[src/rtl/lsu_queue_if.sv]
// Core/memory handshake bundle for the load/store queue.
// slave is the queue's view; master is the core-plus-memory environment.
interface lsu_queue_if #(
    parameter int unsigned data_width_p = 32,
    parameter int unsigned addr_width_p = 32,
    parameter int unsigned depth_p      = 4
);
    localparam int unsigned be_width_lp  = data_width_p / 8;
    localparam int unsigned cnt_width_lp = $clog2(depth_p + 1);

    // Core request side
    logic                    core_valid_i;
    logic                    core_wen_i;
    logic [1:0]              core_size_i;
    logic                    core_signed_i;
    logic [addr_width_p-1:0] core_addr_i;
    logic [data_width_p-1:0] core_wdata_i;
    logic                    core_ready_o;

    // Core response side
    logic                    core_resp_valid_o;
    logic                    core_resp_wen_o;
    logic [data_width_p-1:0] core_rdata_o;
    logic                    core_resp_yumi_i;

    // Memory request side
    logic                    mem_valid_o;
    logic                    mem_wen_o;
    logic [addr_width_p-1:0] mem_addr_o;
    logic [be_width_lp-1:0]  mem_be_o;
    logic [data_width_p-1:0] mem_wdata_o;
    logic                    mem_yumi_i;

    // Memory response side
    logic                    mem_resp_valid_i;
    logic [data_width_p-1:0] mem_rdata_i;
    logic                    mem_resp_yumi_o;

    // Status
    logic [cnt_width_lp-1:0] pending_o;
    logic                    exception_o;

    modport slave (
        input  core_valid_i, core_wen_i, core_size_i, core_signed_i, core_addr_i,
        input  core_wdata_i, core_resp_yumi_i, mem_yumi_i, mem_resp_valid_i, mem_rdata_i,
        output core_ready_o, core_resp_valid_o, core_resp_wen_o, core_rdata_o,
        output mem_valid_o, mem_wen_o, mem_addr_o, mem_be_o, mem_wdata_o,
        output mem_resp_yumi_o, pending_o, exception_o
    );

    modport master (
        output core_valid_i, core_wen_i, core_size_i, core_signed_i, core_addr_i,
        output core_wdata_i, core_resp_yumi_i, mem_yumi_i, mem_resp_valid_i, mem_rdata_i,
        input  core_ready_o, core_resp_valid_o, core_resp_wen_o, core_rdata_o,
        input  mem_valid_o, mem_wen_o, mem_addr_o, mem_be_o, mem_wdata_o,
        input  mem_resp_yumi_o, pending_o, exception_o
    );
endinterface

[src/rtl/lsu_queue.sv]
// In-order load/store queue: request FIFO -> memory -> in-flight FIFO -> response register.
// Byte enables and lane-replicated store data are formed at acceptance so nothing on
// the memory request side depends combinationally on the core inputs.
module lsu_queue #(
    parameter int unsigned data_width_p = 32,
    parameter int unsigned addr_width_p = 32,
    parameter int unsigned depth_p      = 4
) (
    input logic          clk,
    input logic          n_reset,
    lsu_queue_if.slave   bus
);
    localparam int unsigned nb_lp    = data_width_p / 8;
    localparam int unsigned off_w_lp = $clog2(nb_lp);
    localparam int unsigned idx_w_lp = $clog2(depth_p);
    localparam int unsigned ptr_w_lp = idx_w_lp + 1;
    localparam int unsigned cnt_w_lp = $clog2(depth_p + 1);
    localparam logic [cnt_w_lp-1:0] depth_cnt_lp = cnt_w_lp'(depth_p);

    // Request FIFO storage
    logic                    req_wen_q    [depth_p];
    logic [addr_width_p-1:0] req_addr_q   [depth_p];
    logic [nb_lp-1:0]        req_be_q     [depth_p];
    logic [data_width_p-1:0] req_wdata_q  [depth_p];
    logic [1:0]              req_size_q   [depth_p];
    logic                    req_signed_q [depth_p];
    logic [off_w_lp-1:0]     req_off_q    [depth_p];
    logic [ptr_w_lp-1:0]     req_wr_q, req_rd_q;

    // In-flight FIFO storage (metadata only)
    logic                    fl_wen_q    [depth_p];
    logic [1:0]              fl_size_q   [depth_p];
    logic                    fl_signed_q [depth_p];
    logic [off_w_lp-1:0]     fl_off_q    [depth_p];
    logic [ptr_w_lp-1:0]     fl_wr_q, fl_rd_q;

    logic                    resp_valid_q, resp_wen_q;
    logic [data_width_p-1:0] resp_rdata_q;
    logic [cnt_w_lp-1:0]     pending_q, pending_d;
    logic                    exception_q;

    logic                    core_ready, accept, legal, push_req;
    logic                    req_empty, fl_empty, mem_pop, resp_take, resp_drain;
    logic [off_w_lp-1:0]     in_off;
    logic [nb_lp-1:0]        lane_mask, in_be;
    logic [data_width_p-1:0] in_wdata;
    logic [idx_w_lp-1:0]     req_head, fl_head;
    logic [data_width_p-1:0] shifted, ext_mask, load_data, resp_next;
    logic                    sign_bit;

    // Ready is masked by reset so every output reads 0 while reset is held.
    assign core_ready = n_reset && (pending_q < depth_cnt_lp);
    assign accept     = bus.core_valid_i && core_ready;
    assign push_req   = accept && legal;
    assign in_off     = bus.core_addr_i[off_w_lp-1:0];

    assign req_empty  = (req_wr_q == req_rd_q);
    assign fl_empty   = (fl_wr_q == fl_rd_q);
    assign req_head   = req_rd_q[idx_w_lp-1:0];
    assign fl_head    = fl_rd_q[idx_w_lp-1:0];
    assign mem_pop    = !req_empty && bus.mem_yumi_i;
    // Responses with nothing in flight are not ours and are left unconsumed.
    assign resp_take  = bus.mem_resp_valid_i && !fl_empty && (!resp_valid_q || bus.core_resp_yumi_i);
    assign resp_drain = resp_valid_q && bus.core_resp_yumi_i;

    // Alignment/size legality, byte enables and lane-replicated store data of the incoming request
    always_comb begin
        legal     = 1'b0;
        lane_mask = '0;
        in_wdata  = '0;
        unique case (bus.core_size_i)
            2'd0: begin
                legal     = 1'b1;
                lane_mask = nb_lp'(1);
                in_wdata  = {nb_lp{bus.core_wdata_i[7:0]}};
            end
            2'd1: begin
                legal     = !bus.core_addr_i[0];
                lane_mask = nb_lp'(3);
                in_wdata  = {(nb_lp / 2){bus.core_wdata_i[15:0]}};
            end
            2'd2: begin
                legal     = (bus.core_addr_i[1:0] == 2'b00);
                lane_mask = nb_lp'(15);
                in_wdata  = {(data_width_p / 32){bus.core_wdata_i[31:0]}};
            end
            2'd3: begin
                legal     = (data_width_p == 64) && (bus.core_addr_i[2:0] == 3'b000);
                lane_mask = '1;
                in_wdata  = bus.core_wdata_i;
            end
        endcase
        in_be = lane_mask << in_off;
    end

    // Extract, mask and extend the load result for the in-flight head
    always_comb begin
        shifted  = bus.mem_rdata_i >> {fl_off_q[fl_head], 3'b000};
        ext_mask = '1;
        sign_bit = 1'b0;
        unique case (fl_size_q[fl_head])
            2'd0: begin
                ext_mask = data_width_p'(8'hFF);
                sign_bit = shifted[7];
            end
            2'd1: begin
                ext_mask = data_width_p'(16'hFFFF);
                sign_bit = shifted[15];
            end
            2'd2: begin
                ext_mask = data_width_p'(32'hFFFF_FFFF);
                sign_bit = shifted[31];
            end
            2'd3: begin
                ext_mask = '1;
                sign_bit = shifted[data_width_p-1];
            end
        endcase
        load_data = (shifted & ext_mask)
                  | ({data_width_p{fl_signed_q[fl_head] & sign_bit}} & ~ext_mask);
        resp_next = fl_wen_q[fl_head] ? '0 : load_data;
    end

    // Occupancy: legal accept adds, response hand-off removes
    always_comb begin
        pending_d = pending_q;
        if (push_req && !resp_drain) begin
            pending_d = pending_q + cnt_w_lp'(1);
        end else if (!push_req && resp_drain) begin
            pending_d = pending_q - cnt_w_lp'(1);
        end
    end

    // FIFO payload writes; entries are only read once their pointer says they are valid
    always_ff @(posedge clk) begin
        if (push_req) begin
            req_wen_q[req_wr_q[idx_w_lp-1:0]]    <= bus.core_wen_i;
            req_addr_q[req_wr_q[idx_w_lp-1:0]]   <= {bus.core_addr_i[addr_width_p-1:off_w_lp],
                                                     {off_w_lp{1'b0}}};
            req_be_q[req_wr_q[idx_w_lp-1:0]]     <= in_be;
            req_wdata_q[req_wr_q[idx_w_lp-1:0]]  <= in_wdata;
            req_size_q[req_wr_q[idx_w_lp-1:0]]   <= bus.core_size_i;
            req_signed_q[req_wr_q[idx_w_lp-1:0]] <= bus.core_signed_i;
            req_off_q[req_wr_q[idx_w_lp-1:0]]    <= in_off;
        end
        if (mem_pop) begin
            fl_wen_q[fl_wr_q[idx_w_lp-1:0]]    <= req_wen_q[req_head];
            fl_size_q[fl_wr_q[idx_w_lp-1:0]]   <= req_size_q[req_head];
            fl_signed_q[fl_wr_q[idx_w_lp-1:0]] <= req_signed_q[req_head];
            fl_off_q[fl_wr_q[idx_w_lp-1:0]]    <= req_off_q[req_head];
        end
    end

    // Pointers, response register, occupancy and sticky exception
    always_ff @(posedge clk or negedge n_reset) begin
        if (!n_reset) begin
            req_wr_q     <= '0;
            req_rd_q     <= '0;
            fl_wr_q      <= '0;
            fl_rd_q      <= '0;
            resp_valid_q <= 1'b0;
            resp_wen_q   <= 1'b0;
            resp_rdata_q <= '0;
            pending_q    <= '0;
            exception_q  <= 1'b0;
        end else begin
            if (push_req)  req_wr_q <= req_wr_q + ptr_w_lp'(1);
            if (mem_pop)   req_rd_q <= req_rd_q + ptr_w_lp'(1);
            if (mem_pop)   fl_wr_q  <= fl_wr_q + ptr_w_lp'(1);
            if (resp_take) fl_rd_q  <= fl_rd_q + ptr_w_lp'(1);
            if (resp_take) begin
                resp_valid_q <= 1'b1;
                resp_wen_q   <= fl_wen_q[fl_head];
                resp_rdata_q <= resp_next;
            end else if (resp_drain) begin
                resp_valid_q <= 1'b0;
            end
            pending_q <= pending_d;
            if (accept && !legal) exception_q <= 1'b1;
        end
    end

    assign bus.core_ready_o      = core_ready;
    assign bus.core_resp_valid_o = resp_valid_q;
    assign bus.core_resp_wen_o   = resp_wen_q;
    assign bus.core_rdata_o      = resp_rdata_q;
    assign bus.mem_valid_o       = !req_empty;
    assign bus.mem_wen_o         = !req_empty && req_wen_q[req_head];
    assign bus.mem_addr_o        = req_empty ? '0 : req_addr_q[req_head];
    assign bus.mem_be_o          = req_empty ? '0 : req_be_q[req_head];
    assign bus.mem_wdata_o       = req_empty ? '0 : req_wdata_q[req_head];
    assign bus.mem_resp_yumi_o   = resp_take;
    assign bus.pending_o         = pending_q;
    assign bus.exception_o       = exception_q;
endmodule

[src/flat_wrapper.sv]
// flat-port wrapper written by rule: the top's interface ports become plain ports
module lsu_queue_flat 
#(
    parameter int unsigned data_width_p = 32,
    parameter int unsigned addr_width_p = 32,
    parameter int unsigned depth_p      = 4
)
  (clk, n_reset, bus_core_valid_i, bus_core_wen_i, bus_core_size_i, bus_core_signed_i, bus_core_addr_i, bus_core_wdata_i, bus_core_resp_yumi_i, bus_mem_yumi_i, bus_mem_resp_valid_i, bus_mem_rdata_i, bus_core_ready_o, bus_core_resp_valid_o, bus_core_resp_wen_o, bus_core_rdata_o, bus_mem_valid_o, bus_mem_wen_o, bus_mem_addr_o, bus_mem_be_o, bus_mem_wdata_o, bus_mem_resp_yumi_o, bus_pending_o, bus_exception_o);
  lsu_queue_if #(.data_width_p(data_width_p), .addr_width_p(addr_width_p), .depth_p(depth_p)) bus_i ();
  input logic clk;
  input logic n_reset;
  input wire logic [$bits(bus_i.core_valid_i)-1:0] bus_core_valid_i;
  input wire logic [$bits(bus_i.core_wen_i)-1:0] bus_core_wen_i;
  input wire logic [$bits(bus_i.core_size_i)-1:0] bus_core_size_i;
  input wire logic [$bits(bus_i.core_signed_i)-1:0] bus_core_signed_i;
  input wire logic [$bits(bus_i.core_addr_i)-1:0] bus_core_addr_i;
  input wire logic [$bits(bus_i.core_wdata_i)-1:0] bus_core_wdata_i;
  input wire logic [$bits(bus_i.core_resp_yumi_i)-1:0] bus_core_resp_yumi_i;
  input wire logic [$bits(bus_i.mem_yumi_i)-1:0] bus_mem_yumi_i;
  input wire logic [$bits(bus_i.mem_resp_valid_i)-1:0] bus_mem_resp_valid_i;
  input wire logic [$bits(bus_i.mem_rdata_i)-1:0] bus_mem_rdata_i;
  output wire logic [$bits(bus_i.core_ready_o)-1:0] bus_core_ready_o;
  output wire logic [$bits(bus_i.core_resp_valid_o)-1:0] bus_core_resp_valid_o;
  output wire logic [$bits(bus_i.core_resp_wen_o)-1:0] bus_core_resp_wen_o;
  output wire logic [$bits(bus_i.core_rdata_o)-1:0] bus_core_rdata_o;
  output wire logic [$bits(bus_i.mem_valid_o)-1:0] bus_mem_valid_o;
  output wire logic [$bits(bus_i.mem_wen_o)-1:0] bus_mem_wen_o;
  output wire logic [$bits(bus_i.mem_addr_o)-1:0] bus_mem_addr_o;
  output wire logic [$bits(bus_i.mem_be_o)-1:0] bus_mem_be_o;
  output wire logic [$bits(bus_i.mem_wdata_o)-1:0] bus_mem_wdata_o;
  output wire logic [$bits(bus_i.mem_resp_yumi_o)-1:0] bus_mem_resp_yumi_o;
  output wire logic [$bits(bus_i.pending_o)-1:0] bus_pending_o;
  output wire logic [$bits(bus_i.exception_o)-1:0] bus_exception_o;
  assign bus_i.core_valid_i = bus_core_valid_i;
  assign bus_i.core_wen_i = bus_core_wen_i;
  assign bus_i.core_size_i = bus_core_size_i;
  assign bus_i.core_signed_i = bus_core_signed_i;
  assign bus_i.core_addr_i = bus_core_addr_i;
  assign bus_i.core_wdata_i = bus_core_wdata_i;
  assign bus_i.core_resp_yumi_i = bus_core_resp_yumi_i;
  assign bus_i.mem_yumi_i = bus_mem_yumi_i;
  assign bus_i.mem_resp_valid_i = bus_mem_resp_valid_i;
  assign bus_i.mem_rdata_i = bus_mem_rdata_i;
  assign bus_core_ready_o = bus_i.core_ready_o;
  assign bus_core_resp_valid_o = bus_i.core_resp_valid_o;
  assign bus_core_resp_wen_o = bus_i.core_resp_wen_o;
  assign bus_core_rdata_o = bus_i.core_rdata_o;
  assign bus_mem_valid_o = bus_i.mem_valid_o;
  assign bus_mem_wen_o = bus_i.mem_wen_o;
  assign bus_mem_addr_o = bus_i.mem_addr_o;
  assign bus_mem_be_o = bus_i.mem_be_o;
  assign bus_mem_wdata_o = bus_i.mem_wdata_o;
  assign bus_mem_resp_yumi_o = bus_i.mem_resp_yumi_o;
  assign bus_pending_o = bus_i.pending_o;
  assign bus_exception_o = bus_i.exception_o;
  lsu_queue #(.data_width_p(data_width_p), .addr_width_p(addr_width_p), .depth_p(depth_p)) u_core (.clk(clk), .n_reset(n_reset), .bus(bus_i));
endmodule
[config.mk]
export PLATFORM = sky130hd
export DESIGN_NAME = lsu_queue_flat
export DESIGN_NICKNAME = d
export VERILOG_FILES = /design/src/rtl/lsu_queue_if.sv /design/src/rtl/lsu_queue.sv /design/src/flat_wrapper.sv
export SDC_FILE = /design/constraint.sdc
export NUM_CORES = 1
export LEC_CHECK = 0
export CAP_MARGIN = 20
export CORE_ASPECT_RATIO = 2
export CORE_MARGIN = 5
export CORE_UTILIZATION = 60
export DETAILED_ROUTE_END_ITERATION = 6
export DONT_BUFFER_PORTS = 1
export GPL_ROUTABILITY_DRIVEN = 0
export PLACE_DENSITY = 0.8
export SLEW_MARGIN = 15
export SYNTH_ARGS = -nofsm -noshare
export SYNTH_HDL_FRONTEND = slang
export SYNTH_SLANG_ARGS = --single-unit
export TNS_END_PERCENT = 1
[constraint.sdc]
create_clock -name clk -period 3.58 [get_ports clk]
set_input_delay 0.358 -clock clk [delete_from_list [all_inputs] [get_ports clk]]
set_output_delay 0.358 -clock clk [all_outputs]
set_load 0.03 [all_outputs]
==> run summary <==
# setup viols final = 0
Post-synth EDFFs = 312
CTS Root Cell = clkbuf_16
Post-Synthesis Cells = 794
Fraction of layout cells with a size suffix above 1 = 20.00%
FF-to-FF End = u_core.req_wdata_q[2][17]$_DFFE_PP_
Setup slack, reg-to-reg = 0.85 ns
Main synth FF type = edfxtp_1
Layout Nets = 966
Clock Pin Slew Worst Setup and Hold Paths = 0.07 ns
Maximum fanout along the worst path = 33
H-tree levels = 1
FFs w/ async S/R, synth = 13.81%
Slew Viols, Final = 0
Initial Utilization = 60.83%
VDD IR-drop max = 0.6920 mV
Post-Synth Adder-Cell Area = 1.061%
P&R area growth vs syn = 12.53%
Routed len/inst = 26.15 um
Unrepaired setup endpoints after global routing = no
Worst hold path depth = 1
Mux contribution to synthesized area = 15.14%
Seq/Total Area, Yosys = 71.48%
CP required = 3.22 ns
Routed Antenna Nets = 0
Data arrival, critical path = 2.86 ns
Most common cell after layout, fill and taps aside = edfxtp_1
CTS buffer count = 29
Worst setup EP type = output pin
Mapped Area = 0.01486 mm2
Grt ovf = 0
Die X = 121.3 um
Most frequent cells in the layout = edfxtp_1 (312), mux4_2 (79), nor2b_1 (76)
I/O pins = 216
Clk Latency, worst-skew pair = 0.56 ns
Max-cap violations = 0
Post-Synth Simple-Gate Area = 5.701%
Classification of the worst setup path = reg -> out
Chip height = 232.5 um
Number of global-route vias before repair = 8124
CTS tree = done
Tcrit/Tclk final = 89.89%
Largest family of logic cells by synthesized area = multiplexers
FP Rows = 81
Clock Tree Buf Depth = 3
Full die area = 0.02820 mm2
Fin. Hold Viols = 0
Skew final = 0.01249 ns
Hold crit path type = in -> reg
Drt pass-1 iters = 5
Post-synthesis register bit count = 362
Post-synthesis cell type count = 49
Setup TNS = 0 ns
Initial antenna violation count = 3
Final Critical Period = 3.218 ns
GR Util All Layers = 22.27%
Post-Synth XOR/XNOR Area = 1.002%
DRC = 0
Crit start category = flop
Max Clk Rate = 310.7 MHz
Ys Warns = 0
Vias per cell = 6.200
Depth of the worst register-to-register path = 6
Slew Limit Headroom = 49.20%
DP Area = 0.01526 mm2
Input/output buffers = 0
Hold Startpoint = bus_core_addr_i[0]
Hold_ws = 0.04937 ns
CTS resizes = 0
Compound-Gate Fraction of Synth Area = 3.646%
Hold Path End = u_core.req_be_q[3][0]$_DFFE_PP_
Avg Inst Size Synth = 18.71 um2
Post-DP HPWL = 20470 um
Largest net degree at the start of global routing = 69
DR vias = 7471
Routed WL = 31520 um
CORE AREA = 0.02442 mm2
First-pass GRT wire length = 47230 um
Leak = 5.747 nW
Starting DRC count in detailed routing = 517
Clock sink total = 362
Worst slew pin tran = 0.7604 ns
Reg2reg start = u_core.bus.pending_o[2]$_DFFE_PN0P_
Finished Cell Area = 0.01672 mm2
Status = finished, final reports clean
PD cells = 837.8 mW/mm2
==> worst max-delay path, stage by stage, from the launching register on <==
cell and delay, ns:
dfrtp_1 0.67, xor2_1 0.18, o311ai_2 0.69, buf_4 0.46, inv_1 0.30
==> cell type report <==
cell class,instances,area (um2)
diodes,3,7.507
inverters,15,56.30
fillers,1525,7705
well taps,332,415.4
flip-flops and latches,362,10630
repair buffers,69,763.2
multi-input cells,371,3975
clock buffers,38,794.5
clock inverters,15,80.08
==> per-layer routing <==
metal / vias up / GRT usage [%] / wire length, um / share of wire [%]
li1: 3237 / - / - / -
met1: 3802 / 24.35 / 10480 / 33
met2: 350 / 40.92 / 17230 / 55
met3: 80 / 4.719 / 2342 / 7.4
met4: 2 / 10.10 / 1446 / 4.6
met5: - / 0 / 11 / 0.035
==> how the worst max path moves through the flow <==
stage	start	to	slack [ns]	cells after the start
final	u_core.fl_rd_q[0]$_DFFE_PN0P_	bus_mem_resp_yumi_o	0.36	4
after global routing	u_core.fl_rd_q[0]$_DFFE_PN0P_	bus_mem_resp_yumi_o	0.12	4
after CTS	u_core.req_rd_q[1]$_DFFE_PN0P_	bus_mem_wdata_o[7]	0.30	3
after detailed placement	u_core.fl_rd_q[0]$_DFFE_PN0P_	u_core.bus.core_rdata_o[25]$_DFFE_PN0P_	0.88	5
after global placement	u_core.req_rd_q[1]$_DFFE_PN0P_	bus_mem_wdata_o[7]	0.96	3
after floorplan	u_core.bus.pending_o[2]$_DFFE_PN0P_	u_core.req_addr_q[2][0]$_DFFE_PP_	-0.07	4
==> registers in the layout, summed over array words and instances, names as in the netlist <==
signal / count
u_core.req_wdata_q: 128
u_core.req_addr_q: 120
u_core.bus.core_rdata_o: 32
u_core.req_be_q: 16
u_core.fl_off_q: 8
u_core.fl_size_q: 8
u_core.req_off_q: 8
u_core.req_size_q: 8
u_core.fl_signed_q: 4
u_core.fl_wen_q: 4
u_core.req_signed_q: 4
u_core.req_wen_q: 4
u_core.bus.pending_o: 3
u_core.fl_rd_q: 3
u_core.fl_wr_q: 3
u_core.req_rd_q: 3
u_core.req_wr_q: 3
u_core.bus.core_resp_valid_o: 1
u_core.bus.core_resp_wen_o: 1
u_core.bus.exception_o: 1
==> stage by stage <==
step	cells	worst slack, ns	utilization, %	power (mW)
floorplan	795	-0.07101	-	10.06
global placement	1093	0.9620	62.48	10.93
detailed placement	1093	0.8810	62.48	11.08
CTS	1202	0.3046	68.42	14.10
global route	1204	0.1233	68.44	14.61
finish	1205	0.3619	68.45	14.01
==> power by group <==
group	total (mW)	switching (mW)	internal, mW
sequential	5.86	0.767	5.09
combinational	5.20	3.42	1.78
clock	2.95	1.39	1.57
==> cells in the mapped netlist (all sizes together), types with 2 or more instances <==
library cell | n | area, um2
a21oi | 8 | 40.04
clkbuf | 21 | 80.07
nor2 | 6 | 25.03
edfxtp | 312 | 9369
a22oi | 8 | 60.06
nand2 | 30 | 112.6
buf | 26 | 152.6
nand4b | 2 | 23.77
o2111ai | 8 | 70.07
xor2 | 11 | 96.34
ha | 11 | 137.6
mux2 | 18 | 202.7
a32o | 7 | 70.07
dfrtp | 50 | 1251
a211oi | 8 | 60.06
nor3 | 2 | 10.01
xnor2 | 6 | 52.55
and2 | 8 | 50.05
nand2b | 7 | 51.30
mux2i | 26 | 267.8
nor2b | 76 | 475.5
o221ai | 7 | 61.31
mux4 | 79 | 1779
a22o | 8 | 70.07
o21ai | 11 | 55.05
inv | 15 | 56.30
nand3 | 9 | 45.04
==> cell families after synthesis <==
family,after synthesis
flops,362
simple gates,145
mux,123
compound gates,72
buf+inv,62
xor+xnor,17
fa+ha+maj,12
other cells,1
==> repair_timing <==
action	4_1_cts	5_1_grt
hold buffers	56	0
setup buffers	0	0
hold endpoints to repair	236	0
Note: power is estimated with default switching activity, not from simulation.
